<file path="config.mk">
export PLATFORM = sky130hd
export DESIGN_NAME = decode_stage
export DESIGN_NICKNAME = d
export VERILOG_FILES = /design/src/rtl/decode_stage.sv
export SDC_FILE = /design/constraint.sdc
export NUM_CORES = 2
export LEC_CHECK = 0
export CAP_MARGIN = 0
export CELL_PAD_IN_SITES_DETAIL_PLACEMENT = 0
export CELL_PAD_IN_SITES_GLOBAL_PLACEMENT = 1
export CORE_MARGIN = 1
export CORE_UTILIZATION = 50
export DETAILED_ROUTE_END_ITERATION = 6
export PLACE_DENSITY = 0.91
export SETUP_SLACK_MARGIN = 0.3
export SYNTH_ARGS = -nofsm -noshare
export SYNTH_HDL_FRONTEND = slang
export SYNTH_SLANG_ARGS = --single-unit
</file>
<file path="constraint.sdc">
create_clock -name clk -period 104.1 [get_ports clk]
set_clock_uncertainty 0.2 [all_clocks]
set_input_delay 10.41 -clock clk [delete_from_list [all_inputs] [get_ports clk]]
set_output_delay 10.41 -clock clk [all_outputs]
set_load 0.01 [all_outputs]
</file>
<file path="src/rtl/decode_stage.sv">
// ---------------------------------------------------------------------------
// decode_stage
//   One-entry decode pipeline register with load-use hazard detection and a
//   32x32 register file with same-cycle writeback bypass.
//
// Ports
//   clk, rst                 clock, asynchronous active-high reset
//   f_to_d_valid             fetch holds a valid instruction
//   d_allow_in               decode accepts an instruction this cycle
//   f_opcode .. f_instr_type pre-decoded fields from fetch
//   f_pc, f_default_pc       instruction PC and PC+4
//   e_allow_in               execute can accept
//   d_to_e_valid             decode presents a valid instruction to execute
//   flush                    kill decode contents (taken branch/jump)
//   e_load_valid, e_load_rd  load in execute and its destination
//   w_valid, w_rd, w_data    writeback register write port
//   d_opcode .. d_default_pc latched copies of the fetch fields
//   d_rs1_data, d_rs2_data   source operand values
// ---------------------------------------------------------------------------
module decode_stage (
    input  logic        clk,
    input  logic        rst,
    input  logic        f_to_d_valid,
    output logic        d_allow_in,
    input  logic [6:0]  f_opcode,
    input  logic [4:0]  f_rd,
    input  logic [4:0]  f_rs1,
    input  logic [4:0]  f_rs2,
    input  logic [9:0]  f_funct,
    input  logic [31:0] f_imm,
    input  logic [2:0]  f_instr_type,
    input  logic [31:0] f_pc,
    input  logic [31:0] f_default_pc,
    input  logic        e_allow_in,
    output logic        d_to_e_valid,
    input  logic        flush,
    input  logic        e_load_valid,
    input  logic [4:0]  e_load_rd,
    input  logic        w_valid,
    input  logic [4:0]  w_rd,
    input  logic [31:0] w_data,
    output logic [6:0]  d_opcode,
    output logic [4:0]  d_rd,
    output logic [9:0]  d_funct,
    output logic [31:0] d_imm,
    output logic [2:0]  d_instr_type,
    output logic [31:0] d_pc,
    output logic [31:0] d_default_pc,
    output logic [31:0] d_rs1_data,
    output logic [31:0] d_rs2_data
);

    typedef enum logic [2:0] {
        TYPER = 3'd0,
        TYPEI = 3'd1,
        TYPES = 3'd2,
        TYPEB = 3'd3,
        TYPEU = 3'd4,
        TYPEJ = 3'd5
    } instr_type_e;

    logic        d_valid;
    logic [4:0]  d_rs1;
    logic [4:0]  d_rs2;
    logic [31:0] regs [32];

    logic        rs1_used;
    logic        rs2_used;
    logic        stall;
    logic        d_ready_go;
    logic        w_en;

    // Source-usage decode from the latched instruction type; unknown
    // encodings read no sources.
    always_comb begin
        rs1_used = 1'b0;
        rs2_used = 1'b0;
        case (d_instr_type)
            TYPER, TYPES, TYPEB: begin
                rs1_used = 1'b1;
                rs2_used = 1'b1;
            end
            TYPEI:   rs1_used = 1'b1;
            default: ;
        endcase
    end

    // Load-use hazard: the load result is not available until writeback,
    // so hold the instruction while a live source matches the load target.
    always_comb begin
        stall = d_valid & e_load_valid & (e_load_rd != 5'd0) &
                ((rs1_used & (e_load_rd == d_rs1)) |
                 (rs2_used & (e_load_rd == d_rs2)));
    end

    assign d_ready_go   = ~stall;
    assign d_allow_in   = ~d_valid | (d_ready_go & e_allow_in);
    assign d_to_e_valid = d_valid & d_ready_go & ~flush;
    assign w_en         = w_valid & (w_rd != 5'd0);

    // Pipeline register: flush beats both accept and hold.
    always_ff @(posedge clk or posedge rst) begin
        if (rst) begin
            d_valid      <= 1'b0;
            d_opcode     <= '0;
            d_rd         <= '0;
            d_rs1        <= '0;
            d_rs2        <= '0;
            d_funct      <= '0;
            d_imm        <= '0;
            d_instr_type <= '0;
            d_pc         <= '0;
            d_default_pc <= '0;
        end else if (flush) begin
            d_valid <= 1'b0;
        end else if (d_allow_in) begin
            d_valid <= f_to_d_valid;
            if (f_to_d_valid) begin
                d_opcode     <= f_opcode;
                d_rd         <= f_rd;
                d_rs1        <= f_rs1;
                d_rs2        <= f_rs2;
                d_funct      <= f_funct;
                d_imm        <= f_imm;
                d_instr_type <= f_instr_type;
                d_pc         <= f_pc;
                d_default_pc <= f_default_pc;
            end
        end
    end

    // Register file; writeback is independent of stall and flush.
    always_ff @(posedge clk or posedge rst) begin
        if (rst) begin
            for (int unsigned i = 0; i < 32; i++) begin
                regs[i] <= '0;
            end
        end else if (w_en) begin
            regs[w_rd] <= w_data;
        end
    end

    // Combinational read with same-cycle writeback bypass; x0 is hardwired.
    always_comb begin
        if (d_rs1 == 5'd0)
            d_rs1_data = '0;
        else if (w_en && (w_rd == d_rs1))
            d_rs1_data = w_data;
        else
            d_rs1_data = regs[d_rs1];

        if (d_rs2 == 5'd0)
            d_rs2_data = '0;
        else if (w_en && (w_rd == d_rs2))
            d_rs2_data = w_data;
        else
            d_rs2_data = regs[d_rs2];
    end

endmodule

</file>
==> results.yml <==
clock_tree:
  cts.reportedPaths.clkPinSlew_ns: 0.06
  cts-htree-levels: 3
  cts_resized: 0
  root_buffer: "clkbuf_16"
  worstSkewPairLatency_ns: 0.72
  clock_sinks: 1156
  cts_buffer_depth: 3
  cts_inserted_buffers: 120
  post_cts_buffers: 0
  holdBufCountCts: 0
  cts_tree: "built"
die:
  dieArea_sq_mm: 0.121
  initial_core_util: 0.506
  fp.coreArea_sq_mm: 0.118
  dieHeight_um: 348
  rows: 126
  pin_count: 367
  fp.dieW_um: 348
flow_run:
  drv_cap: 0
sta:
  setup_tns_ns: 0
  relSlewSlack: 0.132
  setup_viol_count_final: 0
  min_period_ns: 25.48
  grt_setup_unrepaired: "false"
  fin_ws_ns: 78.62
  final-hold-violation-count: 0
  tightest_slew_ns: 1.30
  period_share: 0.245
  maxSlewViolCount: 0
  fmax_ghz: 0.0392
power:
  vdd.ir_drop.worst_uv: 15.8
  combPwrFrac: 0.281
  power_per_cell_area_mw_per_mm2: 21.8
  netSwitchingFraction: 0.303
  pwr-share-seq: 0.403
  leakage_nw: 29.6
  p_int_w: 0.00105
  p_switching_w: 0.000454
  p_clk_frac: 0.316
yosys:
  syn-instance-count: 4094
  yosysWarnings: 0
  yosysSeqAreaShare: 0.484
  ys.flop_type: "dfrtp_1"
  synth.net_count: 4274
  yosysTopAreaCellShare: 0.484
  synth_top_cell_by_area: "dfrtp_1"
  synth_area_leaders: "dfrtp_1 (48%), mux2_2 (22%), mux4_2 (14%), mux2i_1 (4.8%), clkbuf_1 (1.5%)"
  ys_ff_latch: 1156
  avgSynthCellArea_sq_um: 14.6
  synthDistinctLibCells: 48
  ys_top_cells_by_count: "mux2_2 (1188), dfrtp_1 (1156), mux4_2 (367), mux2i_1 (289), clkbuf_1 (243)"
  synth_edf_count: 0
  synthArstFlopShare: 1.00
  synth.most_common_cell: "mux2_2"
  netlist_area_sq_mm: 0.0598
worst_hold_path:
  worstHoldPathCells: 0
  hold_start: "regs[1017]"
  min_path_type: "reg2reg"
  min_to: "regs[1017]"
critical_path:
  crit_family: "simple AND/OR/NAND/NOR gates"
  path_common_cell: "clkdlybuf4s50_1"
  end_kind: "output port"
  reg2reg_depth: 8
  timing_worst_setup_path_type: "in2out"
  worstPathRequired_ns: 93.49
  slowest_stage: "nor2_4"
  worstPathMaxFanout: 33
  cp.arrival_ns: 14.87
  cpPeakStageDelay_ns: 1.13
  rr_startpoint: "d_rs1[0]"
  worstPathCellList: "clkdlybuf4s50_1 > nor3_2 > a21boi_0 > and4_2 > nor2_4 > a32o_1 > clkdlybuf4s50_1"
  timing.rr.end: "d_funct[4]"
  r2r_slack_ns: 98.76
  crit_buf_inv: 2
  start_kind: "input pin"
cells_and_area:
  num-fill-cells: 8994
  syn2layout_area_growth_pct: 15.1
  layout-drive-gt1-share: 0.445
  final_nets: 4399
route:
  routed_wl_um: 193000
  vias: 40400
  drt-initial-drc-count: 4564
  routed_via_density: 6.88
  firstDrtPassIters: 6
  drc: 0
  ant_nets: 0
  wire_per_inst_um: 32.8
global_route:
  grt_max_degree: 115
  antenna_found_initial: 10
  grt_pass1_vias: 41600
  grt_pass1_wl_um: 284000
  overflow: 0
  track_usage: 0.318
placed_design:
  place_ws_ns: 78.80
  port-buffer-count: 366
  dp_hpwl_um: 109000
  routabilityCongestion: 0.847
run_status:
  status: "complete, no violations"
[metrics by stage]
stage | instances | utilization | power (W) | area [sq um] | hold WS (ns)
finish | 5867 | 0.582 | 0.00150 | 68800 | 0.196
global route | 5864 | 0.582 | 0.00155 | 68800 | 0.209
CTS | 5862 | 0.582 | 0.00150 | 68800 | 0.198
detailed placement | 5633 | 0.545 | 0.00102 | 64400 | 0.184
global placement | 5633 | 0.545 | 0.00101 | 64400 | 0.179
floorplan | 4094 | - | 0.000876 | 59800 | 0.241
[cell usage in the layout, fill, tap and decap left out, types with 16 or more instances in the layout]
cell,n
clkbuf_8,43
clkdlybuf4s50_1,366
clkinv_2,20
o22ai_1,50
nand2_1,66
a22oi_1,62
mux2i_1,289
buf_4,96
a21oi_1,93
clkbuf_16,126
mux4_2,367
a221o_1,34
clkbuf_1,18
mux2_2,1188
o21ai_0,33
o221ai_1,78
a211oi_1,33
nand2_2,16
a32o_1,63
dfrtp_1,1147
[worst max-delay path by stage]
stage          slack, ns         endpoint  cells past startpoint    start
6_report           78.62   d_rs1_data[31]                      7  w_rd[2]
5_1_grt            78.58   d_rs1_data[31]                      7  w_rd[2]
4_1_cts            78.81   d_rs1_data[31]                      7  w_rd[2]
3_5_place_dp       78.80   d_rs1_data[31]                      7  w_rd[2]
3_3_place_gp       78.95   d_rs1_data[31]                      7  w_rd[2]
2_1_floorplan      60.93  d_default_pc[0]                      1      rst
[state kept, by name (all words and copies together), names as in the netlist]
name / flops
d_rs2: 5
d_instr_type: 3
d_pc: 32
d_opcode: 7
d_funct: 10
regs: 1024
d_valid: 1
d_default_pc: 32
d_rd: 5
d_rs1: 5
d_imm: 32
[cells by family (layout without fill, tap and decap cells)]
kind of cell	count (synthesis)	in the layout	share of synthesized area
other	0	5	0
DFF	1156	1156	0.484
and+or+nand+nor	152	152	0.0123
xor gates and xnor gates	20	20	0.00293
AOI/OAI and AO/OA	455	455	0.0566
muxes	1844	1844	0.410
buffers and inverters	467	699	0.0339
[power groups by stage]
| stage | Sequential, W | Clock, W | Combinational [W] |
|---|---|---|---|
| 2_1_floorplan | 0.000587 | 0 | 0.000290 |
| 3_3_place_gp | 0.000601 | 0 | 0.000408 |
| 3_5_place_dp | 0.000608 | 0 | 0.000415 |
| 4_1_cts | 0.000601 | 0.000478 | 0.000417 |
| 5_1_grt | 0.000614 | 0.000496 | 0.000441 |
| 6_report | 0.000605 | 0.000474 | 0.000421 |
[worst register-to-register path, stage by stage, from the launching register on]
cell and delay, ns:
dfrtp_4 0.90, buf_4 0.69, buf_4 0.73, xnor2_1 0.23, nand3_1 0.12, o22ai_1 0.15
a21oi_4 0.83, buf_4 0.85, mux2_2 0.51
[metal layers]
layer | wire (um) | GRT usage | up-vias
met3 | 21300 | 0.0927 | 583
li1 | - | - | 16000
met4 | 9970 | 0.153 | 2
met1 | 71000 | 0.406 | 21400
met5 | 13 | 0 | -
met2 | 90400 | 0.500 | 2392
[final cells by class]
cell class / count / area [sq um] / area share
diodes: 5 / 12.5 / 0.000182
clock buffers: 187 / 3810 / 0.0554
clock inverters: 42 / 614 / 0.00893
inverters: 5 / 26.3 / 0.000382
multi-input cells: 2471 / 29000 / 0.422
flip-flops and latches: 1156 / 29000 / 0.421
well taps: 1536 / 1920 / 0.0279
repair buffers: 465 / 4440 / 0.0646
Power figures use the tool's default switching activity.
